File: config.mk
export PLATFORM = sky130hd
export DESIGN_NAME = c3lib_rst_seq_ctrl
export DESIGN_NICKNAME = d
export VERILOG_FILES = /design/src/rtl/c3lib_rst_seq_pkg.sv /design/src/rtl/c3lib_rst_seq_sync.sv /design/src/rtl/c3lib_rst_seq_ctrl.sv
export SDC_FILE = /design/constraint.sdc
export NUM_CORES = 1
export LEC_CHECK = 0
export ABC_CLOCK_PERIOD_IN_PS = 6100
export BUFFER_PORTS_ARGS = -buffer_cell sky130_fd_sc_hd__buf_2
export CAP_MARGIN = 20
export CORE_ASPECT_RATIO = 0.6
export CORE_MARGIN = 5
export CORE_UTILIZATION = 55
export DETAILED_ROUTE_END_ITERATION = 6
export GPL_TIMING_DRIVEN = 0
export PLACE_DENSITY = 0.74
export SETUP_SLACK_MARGIN = 0.15
export SLEW_MARGIN = 30
export SYNTH_ARGS = -nofsm -noshare
export SYNTH_HDL_FRONTEND = slang
export SYNTH_SLANG_ARGS = --single-unit
File: constraint.sdc
create_clock -name clk -period 6.1 [get_ports clk]
set_clock_uncertainty 0.1 [all_clocks]
set_input_delay 1.22 -clock clk [delete_from_list [all_inputs] [get_ports clk]]
set_output_delay 1.22 -clock clk [all_outputs]
set_load 0.02 [all_outputs]
File: src/rtl/c3lib_rst_seq_pkg.sv
// c3lib_rst_seq_pkg: shared state encoding and width helpers for the reset sequencer
package c3lib_rst_seq_pkg;
  typedef enum logic [2:0] {IDLE, WAIT_ACK, GAP, DONE, ERR} seq_state_e;
  function automatic int cnt_width(input int timeout, input int gap_cyc);
    return $clog2((timeout > gap_cyc ? timeout : gap_cyc) + 1);
  endfunction
  function automatic int idx_width(input int num_dom);
    return (num_dom > 1) ? $clog2(num_dom) : 1;
  endfunction
endpackage

File: src/rtl/c3lib_rst_seq_sync.sv
// c3lib_rst_seq_sync: 2-stage synchronizer that clears to 0 on reset
module c3lib_rst_seq_sync #(
  parameter int WIDTH = 1
) (
  input  logic             clk,
  input  logic             rst,
  input  logic [WIDTH-1:0] d,
  output logic [WIDTH-1:0] q
);
  logic [WIDTH-1:0] s0;
  always_ff @(posedge clk or posedge rst) begin
    if (rst) begin
      s0 <= '0;
      q  <= '0;
    end else begin
      s0 <= d;
      q  <= s0;
    end
  end
endmodule

File: src/rtl/c3lib_rst_seq_ctrl.sv
// c3lib_rst_seq_ctrl: releases domain resets one at a time in index order, waiting on each ack with timeout
module c3lib_rst_seq_ctrl
  import c3lib_rst_seq_pkg::*;
#(
  parameter int NUM_DOM = 4,
  parameter int TIMEOUT = 1024,
  parameter int GAP_CYC = 4,
  localparam int IDX_W = idx_width(NUM_DOM)
) (
  input  logic               clk,
  input  logic               rst,
  input  logic               seq_req_async,
  input  logic [NUM_DOM-1:0] ack_async,
  output logic [NUM_DOM-1:0] rst_out,
  output logic               seq_done,
  output logic               seq_err,
  output logic [IDX_W-1:0]   err_idx
);
  localparam int CNT_W = cnt_width(TIMEOUT, GAP_CYC);
  localparam logic [CNT_W-1:0] CNT_MAX = '1;
  localparam logic [CNT_W-1:0] TO_LAST = CNT_W'(TIMEOUT - 1);
  localparam logic [CNT_W-1:0] GAP_LAST = CNT_W'(GAP_CYC > 0 ? GAP_CYC - 1 : 0);
  localparam logic [IDX_W-1:0] IDX_LAST = IDX_W'(NUM_DOM - 1);

  seq_state_e state_q, state_d;
  logic [IDX_W-1:0] idx_q, idx_d, eidx_q, eidx_d, idx_nxt;
  logic [CNT_W-1:0] cnt_q, cnt_d, cnt_inc;
  logic [NUM_DOM-1:0] rst_q, rst_d, ack_s, nxt_mask;
  logic done_q, done_d, err_q, err_d, req_s;

  c3lib_rst_seq_sync #(.WIDTH(1)) u_req_sync (
    .clk (clk),
    .rst (rst),
    .d   (seq_req_async),
    .q   (req_s)
  );

  c3lib_rst_seq_sync #(.WIDTH(NUM_DOM)) u_ack_sync (
    .clk (clk),
    .rst (rst),
    .d   (ack_async),
    .q   (ack_s)
  );

  assign cnt_inc  = (cnt_q == CNT_MAX) ? cnt_q : cnt_q + CNT_W'(1);
  assign idx_nxt  = idx_q + IDX_W'(1);
  assign nxt_mask = NUM_DOM'(1) << idx_nxt;

  always_comb begin
    state_d = state_q;
    idx_d   = idx_q;
    cnt_d   = cnt_q;
    rst_d   = rst_q;
    done_d  = done_q;
    err_d   = err_q;
    eidx_d  = eidx_q;
    // a dropped request aborts from any active state
    if (state_q != IDLE && !req_s) begin
      state_d = IDLE;
      idx_d   = '0;
      cnt_d   = '0;
      rst_d   = '1;
      done_d  = 1'b0;
      err_d   = 1'b0;
      eidx_d  = '0;
    end else begin
      case (state_q)
        IDLE: begin
          cnt_d = '0;
          rst_d = '1;
          if (req_s) begin
            state_d = WAIT_ACK;
            idx_d   = '0;
            rst_d   = ~NUM_DOM'(1);
          end
        end
        WAIT_ACK: begin
          cnt_d = cnt_inc;
          if (ack_s[idx_q]) begin
            cnt_d = '0;
            if (idx_q == IDX_LAST) begin
              state_d = DONE;
              done_d  = 1'b1;
              rst_d   = '0;
            end else if (GAP_CYC == 0) begin
              idx_d = idx_nxt;
              rst_d = rst_q & ~nxt_mask;
            end else begin
              state_d = GAP;
            end
          end else if (cnt_q == TO_LAST) begin
            state_d = ERR;
            rst_d   = '1;
            err_d   = 1'b1;
            eidx_d  = idx_q;
          end
        end
        GAP: begin
          cnt_d = cnt_inc;
          if (cnt_q == GAP_LAST) begin
            state_d = WAIT_ACK;
            idx_d   = idx_nxt;
            rst_d   = rst_q & ~nxt_mask;
            cnt_d   = '0;
          end
        end
        DONE: rst_d = '0;
        ERR:  rst_d = '1;
        default: state_d = IDLE;
      endcase
    end
  end

  always_ff @(posedge clk or posedge rst) begin
    if (rst) begin
      state_q <= IDLE;
      idx_q   <= '0;
      cnt_q   <= '0;
      rst_q   <= '1;
      done_q  <= 1'b0;
      err_q   <= 1'b0;
      eidx_q  <= '0;
    end else begin
      state_q <= state_d;
      idx_q   <= idx_d;
      cnt_q   <= cnt_d;
      rst_q   <= rst_d;
      done_q  <= done_d;
      err_q   <= err_d;
      eidx_q  <= eidx_d;
    end
  end

  assign rst_out  = rst_q;
  assign seq_done = done_q;
  assign seq_err  = err_q;
  assign err_idx  = eidx_q;
endmodule

==> results.toml <==
[clock_tree]
cts_buffer_depth = 2
cts.clk_slew.worst_paths_ns = 0.07
htree_levels = 2
insertion_delay_ns = 0.28
numCtsBuffers = 5
hold_buffers = 0
post_cts_buffers = 0
root_buffer = "clkbuf_8"
post_cts_resized = 0
clock-sinks = 34
cts_tree = "built"

[floorplanning]
io_pins = 15
initial_core_util_pct = 55.7
dieHeight_um = 54.0
core_mm2 = 0.00318
die_area_mm2 = 0.00450
rows = 16
die_width_um = 83.3

[detailed_routing]
wl_met3_um = 328
drt_iter0_drc = 318
drc = 0
wl_met1_um = 1910
postRouteAntennaNets = 0
vias = 1491
routed-wl-met2_um = 1670
viasPerCell = 6.06
top_layer_used = "met4"
wl_per_cell_um = 16.0
totalWireLength_um = 3940
dr.pass1.iters = 5

[timing]
fmax_ghz = 0.408
drv_slew = 0
final.setup.tns_ns = 0
setup_viol = 0
fin_crit_sh_pct = 40.1
min_period_ns = 2.45
max_slew.worst_pin.slew_ns = 0.908
holdWs_ns = 0.252
rsz0062_at_grt = "false"
relSlewSlack_pct = 38.9
hold_viol = 0
fin_ws_ns = 3.65

[power_and_ir_drop]
fin_total_pwr_w = 0.000659
power_density_mw_per_mm2 = 326
p_leak_nw = 0.925
ir_drop_uv = 176

[hold_path]
whs_endpoint = "u_ack_sync.q[3]$_DFF_PP0_"
hp-class = "reg -> reg"
min_from = "u_ack_sync.s0[3]$_DFF_PP0_"
holdPathStages = 0

[yosys]
synth_edf_count = 0
synth_top_flop_cell = "dfrtp_1"
avgSynthCellArea_um2 = 9.85
yosysSeqAreaShare_pct = 48.3
yosysWarnings = 0
yosysUniqueCellTypes = 49
ys_ff_latch = 34
syn_nets = 193
netlist_area_mm2 = 0.00177
syn_inst = 180
async_flop_share_pct = 100

[placed_design]
port_buffers = 14
post_dp_cell_area_mm2 = 0.00191
dp_slack_ns = 3.68
gp_congestion = 0.943
dp_hpwl_um = 2860

[layout]
fillers = 255
multiInputGateArea_um2 = 871
drive_gt1_share_pct = 18.4
insertedDiodeCount = 0
area_growth_pct = 13.8
final_nets = 214
design_area_mm2 = 0.00202
seq_area_um2 = 856

[worst_setup_path]
startpoint = "idx_q[0]$_DFFE_PP0P_"
critPathKind = "reg -> reg"
end_kind = "flip-flop"
cp-start-kind = "flip-flop"
rr_startpoint = "idx_q[0]$_DFFE_PP0P_"
reg2regPathDepth = 5
critical_path.max_fanout = 8
r2r_setup_slack_ns = 3.65
timing.rr.end = "cnt_q[6]$_DFFE_PP0P_"
required_ns = 6.23
arrival_ns = 2.57

[global_routing]
grt_overflow = 0
grt_first_pass_wirelength_um = 6870
grt_start_max_net_pins = 35
globalRouteTotalUtil_pct = 19.9
antenna_found_initial = 0
grt_pass1_vias = 1436

[run_status]
outcome = "finished, final reports clean"

[flow_run]
maxCapViolCount = 0
[cells in the final DEF (no fill, tap or decap), drive strengths merged, types with 2 or more instances in the layout]
cell type | synthesis | routed
dfrtp | 30 | 30
o21ai | 17 | 17
nor2 | 15 | 15
nand2 | 15 | 15
buf | 1 | 15
a21oi | 12 | 12
clkbuf | 4 | 10
inv | 7 | 7
nand3 | 6 | 6
ha | 6 | 6
nor4 | 6 | 6
a22o | 5 | 5
a31oi | 4 | 4
nor3 | 4 | 4
dfstp | 4 | 4
nand2b | 3 | 3
nor2b | 3 | 3
a21o | 3 | 3
and2 | 3 | 3
and3 | 3 | 3
or2b | 2 | 2
nand3b | 2 | 2
mux2i | 2 | 2
or2 | 2 | 2
[registers in the layout, indices dropped and copies added (netlist names)]
register       count
cnt_q             11
err_idx            2
idx_q              2
rst_out            4
seq_done           1
seq_err            1
state_q            3
u_ack_sync.q       4
u_ack_sync.s0      4
u_req_sync.q       1
u_req_sync.s0      1
[worst max-delay path: stages, from the launching register on]
cell	delay (ns)
dfrtp_1	0.54
mux4_2	0.64
or3_4	0.45
o21ai_1	0.32
and3_1	0.23
a221o_1	0.10
[cell usage after synthesis (2+ instances only)]
library cell   n  share of area [%]
nor3_1         4                1.1
a31oi_1        4                1.4
or2b_1         2               0.85
dfrtp_1       30                 42
nor2b_1        3                1.1
and3_1         2               0.71
and2_1         3                1.1
ha_1           6                4.2
nand2_1       15                3.2
nor4_1         5                1.8
nor2_1        15                3.2
o21ai_0       16                4.5
nand3b_1       2               0.85
or2_2          2               0.71
clkbuf_1       4               0.85
dfstp_2        4                5.9
a21o_1         3                1.3
inv_1          7                1.5
a22o_1         5                2.5
nand3_1        6                1.7
mux2i_1        2                1.1
a21oi_1       11                3.1
nand2b_1       3                1.1
[cells by family after synthesis]
kind of cell	count (synthesis)	synth area share (%)
AO/OA/AOI/OAI	54	20.3
adder cells (fa/ha/maj)	6	4.23
buffers and inverters	12	2.96
flip-flops	34	48.3
multiplexers	4	3.03
AND/OR/NAND/NOR	70	21.2
[final cells by class]
cell class	instances	area share [%]
clock buffer	6	4.09
timing repair buffer	14	3.47
clock inverter	1	1.49
sequential	34	42.4
buffer	5	1.30
inverter	7	1.30
tap	45	2.79
multi-input combinational	134	43.1
[worst max path at each step]
stage / to / depth (start not counted)
3_5_place_dp: rst_out[1]$_DFFE_PP1P_ / 5
2_1_floorplan: cnt_q[5]$_DFFE_PP0P_ / 6
4_1_cts: rst_out[1]$_DFFE_PP1P_ / 5
3_3_place_gp: state_q[2]$_DFFE_PP0P_ / 2
5_1_grt: rst_out[1]$_DFFE_PP1P_ / 6
6_report: cnt_q[6]$_DFFE_PP0P_ / 5
[metal layers]
metal	up-vias	track usage, %
met5	-	0
met4	0	6.52
met2	63	29.8
met1	716	27.7
li1	703	-
met3	9	6.42
[power breakdown]
group	internal (W)	switching, W	leakage [nW]
Combinational	0.0000631	0.000112	0.433
Clock	0.000131	0.0000780	0.0573
Sequential	0.000257	0.0000175	0.435
Total	0.000451	0.000208	0.925
[per-stage QoR]
step | util (%) | cells
floorplan | - | 180
finish | 63.4 | 246
global placement | 59.7 | 239
global route | 63.4 | 246
detailed placement | 59.9 | 239
CTS | 63.4 | 246
No activity file was read; power rests on OpenSTA's default activity.
